[src/rtl/ws_systolic_array.sv]
// Weight-stationary NxN systolic matrix-vector unit: y[i] = sum_k W[i][k]*x[k], bit-serial weight/activation load.
// Latency: start edge to out_valid is N*DW+DW+N cycles, or DW+N when stored weights are reused (keep_w).
// Backpressure: results and out_valid hold in OUT until out_ready; start is ignored everywhere except IDLE.
//
// Ports:
//   clk, reset      rising-edge clock, asynchronous active-high reset
//   bit_in[N]       one serial bit per channel, words LSB first (weights row by row, then activations)
//   start, keep_w   launch an operation from IDLE; keep_w=1 skips the weight load
//   out_ready       consumer handshake for the result vector
//   results         y[i] at bits [i*ACC_W +: ACC_W]
//   out_valid, busy result-valid flag, high-outside-IDLE flag
module ws_systolic_array #(
    parameter int N      = 4,
    parameter int DW     = 4,
    parameter int SIGNED = 0,
    localparam int ACC_W = 2*DW + $clog2(N)
) (
    input  logic               clk,
    input  logic               reset,
    input  logic [N-1:0]       bit_in,
    input  logic               start,
    input  logic               keep_w,
    input  logic               out_ready,
    output logic [N*ACC_W-1:0] results,
    output logic               out_valid,
    output logic               busy
);

    localparam int BW = $clog2(DW);
    localparam int RW = $clog2(N);
    localparam logic [BW-1:0] BIT_LAST = BW'(DW-1);
    localparam logic [RW-1:0] ROW_LAST = RW'(N-1);

    typedef enum logic [2:0] {IDLE, LOAD_W, LOAD_X, COMPUTE, OUT} state_t;

    state_t            state_q, state_d;
    logic [BW-1:0]     bit_cnt_q, bit_cnt_d;
    // Row index while loading weights, column index k while computing.
    logic [RW-1:0]     row_cnt_q, row_cnt_d;
    logic [DW-1:0]     w_q    [N][N];
    logic [DW-1:0]     w_d    [N][N];
    // Per-channel assembly of the weight word currently being shifted in.
    logic [DW-1:0]     wsr_q  [N];
    logic [DW-1:0]     wsr_d  [N];
    logic [DW-1:0]     x_q    [N];
    logic [DW-1:0]     x_d    [N];
    // psum[i][k] is the partial sum leaving PE(i,k) towards PE(i,k+1).
    logic [ACC_W-1:0]  psum_q [N][N];
    logic [ACC_W-1:0]  psum_d [N][N];
    logic [ACC_W-1:0]  res_q  [N];
    logic [ACC_W-1:0]  res_d  [N];

    // Extension to accumulator width; the low ACC_W bits of the product are
    // exact for both signed and unsigned operands once extended this way.
    function automatic logic [ACC_W-1:0] ext(input logic [DW-1:0] v);
        if (SIGNED != 0) begin
            return {{(ACC_W-DW){v[DW-1]}}, v};
        end
        return {{(ACC_W-DW){1'b0}}, v};
    endfunction

    always_comb begin
        state_d   = state_q;
        bit_cnt_d = bit_cnt_q;
        row_cnt_d = row_cnt_q;
        w_d       = w_q;
        wsr_d     = wsr_q;
        x_d       = x_q;
        psum_d    = psum_q;
        res_d     = res_q;

        case (state_q)
            IDLE: begin
                bit_cnt_d = '0;
                row_cnt_d = '0;
                if (start) begin
                    state_d = keep_w ? LOAD_X : LOAD_W;
                end
            end

            LOAD_W: begin
                for (int j = 0; j < N; j++) begin
                    wsr_d[j][bit_cnt_q] = bit_in[j];
                end
                bit_cnt_d = bit_cnt_q + 1'b1;
                if (bit_cnt_q == BIT_LAST) begin
                    // Whole row commits together, including this cycle's MSB.
                    bit_cnt_d = '0;
                    for (int j = 0; j < N; j++) begin
                        w_d[row_cnt_q][j] = wsr_d[j];
                    end
                    row_cnt_d = row_cnt_q + 1'b1;
                    if (row_cnt_q == ROW_LAST) begin
                        row_cnt_d = '0;
                        state_d   = LOAD_X;
                    end
                end
            end

            LOAD_X: begin
                for (int j = 0; j < N; j++) begin
                    x_d[j][bit_cnt_q] = bit_in[j];
                end
                bit_cnt_d = bit_cnt_q + 1'b1;
                if (bit_cnt_q == BIT_LAST) begin
                    bit_cnt_d = '0;
                    row_cnt_d = '0;
                    state_d   = COMPUTE;
                end
            end

            COMPUTE: begin
                // Only column k fires this cycle; it takes the sum handed on by
                // column k-1 on the previous cycle (column 0 starts from zero).
                for (int i = 0; i < N; i++) begin
                    for (int k = 0; k < N; k++) begin
                        if (row_cnt_q == RW'(k)) begin
                            psum_d[i][k] = ((k == 0) ? '0 : psum_q[i][(k+N-1)%N])
                                         + ext(w_q[i][k]) * ext(x_q[k]);
                        end
                    end
                end
                row_cnt_d = row_cnt_q + 1'b1;
                if (row_cnt_q == ROW_LAST) begin
                    row_cnt_d = '0;
                    for (int i = 0; i < N; i++) begin
                        res_d[i] = psum_d[i][N-1];
                    end
                    state_d = OUT;
                end
            end

            OUT: begin
                if (out_ready) begin
                    state_d = IDLE;
                end
            end

            default: state_d = IDLE;
        endcase
    end

    always_ff @(posedge clk or posedge reset) begin
        if (reset) begin
            state_q   <= IDLE;
            bit_cnt_q <= '0;
            row_cnt_q <= '0;
            w_q       <= '{default: '0};
            wsr_q     <= '{default: '0};
            x_q       <= '{default: '0};
            psum_q    <= '{default: '0};
            res_q     <= '{default: '0};
        end else begin
            state_q   <= state_d;
            bit_cnt_q <= bit_cnt_d;
            row_cnt_q <= row_cnt_d;
            w_q       <= w_d;
            wsr_q     <= wsr_d;
            x_q       <= x_d;
            psum_q    <= psum_d;
            res_q     <= res_d;
        end
    end

    always_comb begin
        results = '0;
        for (int i = 0; i < N; i++) begin
            results[i*ACC_W +: ACC_W] = res_q[i];
        end
    end

    assign out_valid = (state_q == OUT);
    assign busy      = (state_q != IDLE);

endmodule

[config.mk]
export PLATFORM = sky130hd
export DESIGN_NAME = ws_systolic_array
export DESIGN_NICKNAME = d
export VERILOG_FILES = /design/src/rtl/ws_systolic_array.sv
export SDC_FILE = /design/constraint.sdc
export NUM_CORES = 1
export LEC_CHECK = 0
export BUFFER_PORTS_ARGS = -buffer_cell sky130_fd_sc_hd__buf_2
export CAP_MARGIN = 20
export CELL_PAD_IN_SITES_DETAIL_PLACEMENT = 0
export CELL_PAD_IN_SITES_GLOBAL_PLACEMENT = 1
export CORE_MARGIN = 4
export CORE_UTILIZATION = 40
export DETAILED_ROUTE_END_ITERATION = 8
export PLACE_DENSITY_LB_ADDON = 0.1
export SETUP_SLACK_MARGIN = 0.4
export SLEW_MARGIN = 10
export SYNTH_ARGS = -nofsm -noshare
export SYNTH_HDL_FRONTEND = slang
export SYNTH_SLANG_ARGS = --single-unit
export TNS_END_PERCENT = 30
[constraint.sdc]
create_clock -name clk -period 11.8 [get_ports clk]
set_input_delay 2.95 -clock clk [delete_from_list [all_inputs] [get_ports clk]]
set_output_delay 2.95 -clock clk [all_outputs]
set_load 0.005 [all_outputs]
==> results of run 1 <==
==> layer usage <==
layer | GRT usage [%] | up-vias
met5 | 0 | -
met4 | 2.35 | 0
met3 | 2.11 | 37
met2 | 27.4 | 105
met1 | 22.9 | 6469
li1 | - | 7076
==> kinds of logic after synthesis <==
| logic type | share of synthesized area [%] |
|---|---|
| AND/OR/NAND/NOR | 14.8 |
| adder cells (fa/ha/maj) | 28.8 |
| buffers and inverters | 7.51 |
| AO/OA/AOI/OAI | 11.1 |
| flip-flops | 30.5 |
| multiplexers | 4.49 |
| XOR/XNOR | 2.81 |
==> final cells by class <==
type | count | area (um2) | area share (%)
inverter | 319 | 1200 | 5.44
clock buffer | 45 | 898 | 4.05
multi-input combinational | 1514 | 12600 | 56.7
tap | 672 | 841 | 3.79
sequential | 247 | 6180 | 27.9
clock inverter | 11 | 143 | 0.644
timing repair buffer | 61 | 330 | 1.49
==> cells in the final DEF (no fill, tap or decap), types with 11 or more instances in the layout <==
cell type	Yosys	final
a21o_1	38	38
nor3_1	14	14
ha_1	268	268
nand2b_1	21	21
xor2_1	38	38
mux2i_1	20	20
nand3_1	13	11
and2_1	177	177
clkbuf_16	0	31
xnor2_1	27	27
a21oi_1	79	79
dfrtp_1	247	247
mux2_2	63	63
nand2_1	277	277
o21ai_0	98	98
o21ai_1	40	40
fa_1	124	124
a211oi_1	29	29
o21bai_1	17	17
buf_2	22	51
inv_1	319	318
nor2_1	62	62
==> state kept, by name, summed over array words and instances, names as in the netlist <==
| signal | cells |
|---|---|
| row_cnt_q | 2 |
| psum_q | 108 |
| wsr_q | 12 |
| bit_cnt_q | 2 |
| x_q | 16 |
| results | 40 |
| w_q | 64 |
| state_q | 3 |
==> per-stage QoR <==
step / instances / cell area, um2 / util, % / worst slack [ns]
floorplan: 2151 / 20300 / - / 2.06
global route: 2869 / 22200 / 44.3 / 7.01
CTS: 2869 / 22200 / 44.3 / 7.10
finish: 2869 / 22200 / 44.3 / 7.15
detailed placement: 2813 / 21100 / 42.2 / 6.72
global placement: 2812 / 21100 / 42.2 / 6.76
==> how the worst min path moves through the flow <==
stage	startpoint	endpoint	slack, ns	cells after the start
after floorplan	psum_q[104]	psum_q[104]	0.45	2
after global placement	results[24]	results[24]	0.46	1
after detailed placement	results[34]	results[34]	0.46	1
after CTS	results[34]	results[34]	0.47	1
after global routing	results[34]	results[34]	0.49	1
final	results[34]	results[34]	0.47	1
==> flow_metrics.env, run 1 <==
export IMPL_status="finished, final reports clean"
export IMPL_cp_buffers_inverters=1
export IMPL_setup_viol=0
export IMPL_crit_path_end_kind="primary output"
export IMPL_postRouteAntennaNets=0
export IMPL_synth_avg_cell_area_um2=9.42
export IMPL_r2r_end="results[26]"
export IMPL_gp_congestion=0.766
export IMPL_routed_top_layer="met4"
export IMPL_cts_hold_buffers=0
export IMPL_period_share_pct=39.4
export IMPL_grt_pass1_wl_um=72800
export IMPL_drt_iter0_markers=375
export IMPL_fmax_mhz=215
export IMPL_clkSinkCount=247
export IMPL_dp_hpwl_um=33700
export IMPL_final_fill_count=5060
export IMPL_r2r_cells=11
export IMPL_grt_max_degree=67
export IMPL_ys_seq_area_share_pct=30.5
export IMPL_h_tree_depth=1
export IMPL_slowest_stage="dfrtp_1"
export IMPL_regToRegSetupSlack_ns=7.93
export IMPL_ys_top_cells_by_count="inv_1 (319), nand2_1 (277), ha_1 (268)"
export IMPL_holdWs_ns=0.468
export IMPL_min_period_ns=4.65
export IMPL_required_ns=8.85
export IMPL_overflow=0
export IMPL_worst_r2r_startpoint="x_q[2]"
export IMPL_syn_num_nets=2552
export IMPL_cts_resized=0
export IMPL_die_y_um=233
export IMPL_ioPinCount=51
export IMPL_worstPathCellList="or3_1, buf_2"
export IMPL_arrival_ns=1.70
export IMPL_synth_cell_types=57
export IMPL_path_depth=2
export IMPL_first_pass_iters=4
export IMPL_antenna_found_initial=0
export IMPL_rows=82
export IMPL_vias=13700
export IMPL_hold_viol_final=0
export IMPL_vias_per_cell=4.77
export IMPL_critical_path_max_stage_delay_ns=0.60
export IMPL_ys_ff_latch=247
export IMPL_slew_headroom_pct=40.1
export IMPL_synth_top_cell_area_share_pct=30.5
export IMPL_ys_flop_type="dfrtp_1"
export IMPL_worstSetupEndpoint="busy"
export IMPL_grt_pass1_vias=14000
export IMPL_port_buffers=50
export IMPL_cp_startpoint="state_q[0]"
export IMPL_tns_ns=0
export IMPL_cts_root_buf="clkbuf_16"
export IMPL_drive_above_1_share_pct=9.06
export IMPL_slew_viol_final=0
export IMPL_rsz0062_at_grt="false"
export IMPL_ys_top_cells_by_area="dfrtp_1 (31%), ha_1 (17%), fa_1 (12%)"
export IMPL_cp_start_kind="register"
export IMPL_die_area_mm2=0.0543
export IMPL_clk_latency_ns=0.58
export IMPL_start_util_pct=40.5
export IMPL_core_mm2=0.0501
export IMPL_antenna_cells=0
export IMPL_worst_hold_path_type="register to register"
export IMPL_track_usage_pct=16.3
export IMPL_critPathKind="register to primary output"
export IMPL_drv_cap=0
export IMPL_routed_wl_um=42400
export IMPL_synth_edf_count=0
export IMPL_netlist_area_mm2=0.0203
export IMPL_cts_buffers_inserted=31
export IMPL_synth_top_area_cell="dfrtp_1"
export IMPL_tightest_slew_ns=0.898
export IMPL_drc_errors=0
export IMPL_met1Wirelength_um=20900
export IMPL_worstPathMaxFanout=17
export IMPL_nets=2575
export IMPL_synth_most_common_cell="inv_1"
export IMPL_synth_cells=2151
export IMPL_met2_length_um=19800
export IMPL_crit_family="flip-flops"
export IMPL_dr_wl_met3_um=1160
export IMPL_syn_to_final_growth_pct=9.41
export IMPL_synth_warnings=0
export IMPL_detail_route_wl_per_cell_um=14.8
export IMPL_clk_path_buf_depth=3
export IMPL_post_cts_setup_buffer_count=0
export IMPL_die_width_um=233
export IMPL_synth_async_sr_flop_share_pct=100
export IMPL_skew_ns=0.0145
export IMPL_cts_tree="done"
export IMPL_path_clk_slew_ns=0.06
Power of run 1 is left out: the tool's default activity adds up to more than one toggle a clock period on the data nets, which glitch-free logic cannot reach.
==> inputs of run 2 (changes only) <==
- clock period: 11.8 -> 4.1 ns (I/O delays scaled with it)
==> run 2 against run 1 <==
Net effect:
- register-to-register slack worse by 7.4 ns
- highest routed layer unchanged
- via count about the same
- routed wire length is 1.4% higher
- setup slack worse by 6.6 ns
- clock skew down 0.0019 ns
- largest cell class unchanged
- worst hold slack gained 0.00077 ns
- global-route usage down 0.13 points
- die area unchanged
==> flow_metrics.env, run 2 (synthesis results as in run 1) <==
export IMPL_rsz0062_at_grt="true"
export IMPL_holdWs_ns=0.469
export IMPL_grt_pass1_wl_um=72100
export IMPL_arrival_ns=3.95
export IMPL_antenna_cells=0
export IMPL_start_util_pct=40.5
export IMPL_hold_viol_final=0
export IMPL_fin_area_mm2=0.0224
export IMPL_routed_wl_um=43100
export IMPL_status="finished, final reports clean"
export IMPL_worstPathMaxFanout=6
export IMPL_syn_to_final_growth_pct=10.8
export IMPL_dp_hpwl_um=34100
export IMPL_clk_path_buf_depth=3
export IMPL_cts_hold_buffers=0
export IMPL_skew_ns=0.0126
export IMPL_clkSinkCount=247
export IMPL_drive_above_1_share_pct=10.6
export IMPL_post_dp_cell_area_mm2=0.0212
export IMPL_cp_start_kind="register"
export IMPL_port_buffers=50
export IMPL_slew_viol_final=0
export IMPL_final_cell_mix="inv_1 (318), nand2_1 (277), ha_1 (266)"
export IMPL_grt_max_degree=79
export IMPL_drt_iter0_markers=621
export IMPL_fmax_mhz=282
export IMPL_period_share_pct=86.5
export IMPL_largest_register_ffs=108
export IMPL_vias_per_cell=4.74
export IMPL_grt_pass1_vias=13800
export IMPL_fin_cells=2887
export IMPL_nets=2593
export IMPL_worstPathCellList="buf_2, and2_1, ha_1, ha_1, fa_1, inv_1, fa_1, nand2b_1, a211o_1, a31oi_1, xnor2_1, a21oi_1"
export IMPL_drv_cap=0
export IMPL_top_register="psum_q"
export IMPL_final_fill_count=5035
export IMPL_critPathKind="register to register"
export IMPL_track_usage_pct=16.1
export IMPL_detail_route_wl_per_cell_um=14.9
export IMPL_dp_cells=2819
export IMPL_drc_errors=0
export IMPL_postRouteAntennaNets=0
export IMPL_path_clk_slew_ns=0.06
export IMPL_first_pass_iters=4
export IMPL_cts_root_buf="clkbuf_16"
export IMPL_required_ns=4.50
export IMPL_rows=82
export IMPL_tns_ns=0
export IMPL_die_width_um=233
export IMPL_antenna_found_initial=0
export IMPL_core_mm2=0.0501
export IMPL_final_common_cell="inv_1"
export IMPL_setup_viol=0
export IMPL_clk_latency_ns=0.57
export IMPL_vias=13700
export IMPL_tightest_slew_ns=0.907
export IMPL_slew_headroom_pct=39.3
export IMPL_ioPinCount=51
export IMPL_critical_path_max_stage_delay_ns=0.54
export IMPL_slowest_stage="fa_1"
export IMPL_h_tree_depth=1
export IMPL_crit_path_end_kind="register"
export IMPL_min_period_ns=3.54
export IMPL_die_y_um=233
export IMPL_die_area_mm2=0.0543
export IMPL_overflow=0
export IMPL_gp_congestion=0.812
export IMPL_cts_tree="done"
export IMPL_cts_buffers_inserted=30
export IMPL_worst_hold_path_type="register to register"
run 2: worst paths after layout:
| kind | cells after the start | from | slack [ns] | end |
|---|---|---|---|---|
| min in group asynchronous | 2 | reset | 0.50 | results[9] |
| worst min register to register | 2 | results[28] | 0.47 | results[28] |
| worst max-delay path | 12 | x_q[2] | 0.56 | results[29] |
| worst max register to register | 12 | x_q[2] | 0.56 | results[29] |
| max in group asynchronous | 3 | reset | 2.80 | x_q[5] |
| worst min-delay path | 2 | results[28] | 0.47 | results[28] |
run 2: cell type report:
type                       count  area (um2)  share of cell area (%)
clock inverter                10         129                   0.574
clock buffer                  45         958                    4.27
timing repair buffer          80         531                    2.36
inverter                     319        1200                    5.35
multi-input combinational   1514       12600                    56.1
tap                          672         841                    3.75
sequential                   247        6190                    27.6
run 2: timing repair:
action,in CTS,in global routing
gates resized for setup,5,10
endpoints found under the setup margin,9,39
buffers inserted,0,13
pin swaps,0,2
run 2: per-layer routing:
layer	routed length [um]	share of wire (%)	GRT usage, %	up-vias
li1	-	-	-	7107
met1	21100	49	23.1	6427
met2	20000	46	26.8	109
met3	1060	2.5	2.01	54
met4	920	2.1	2.67	0
met5	0	0	0	-
run 2: through the flow:
step                      util (%)  worst slack, ns
after global placement        42.4            0.434
final                         44.8            0.556
after global routing          44.8            0.373
after floorplan                  -           -0.171
after CTS                     44.5            0.416
after detailed placement      42.4            0.360
run 2: worst max-delay path, delay by kind of cell, from the launching register on:
kind                     cells  cell delay (ns)
adder cells (fa/ha/maj)      4             1.53
AO/OA/AOI/OAI                3             0.57
flip-flops                   1             0.48
AND/OR/NAND/NOR              2             0.36
buffers and inverters        2             0.27
XOR/XNOR                     1             0.16
Power of run 2 is left out for the same reason.
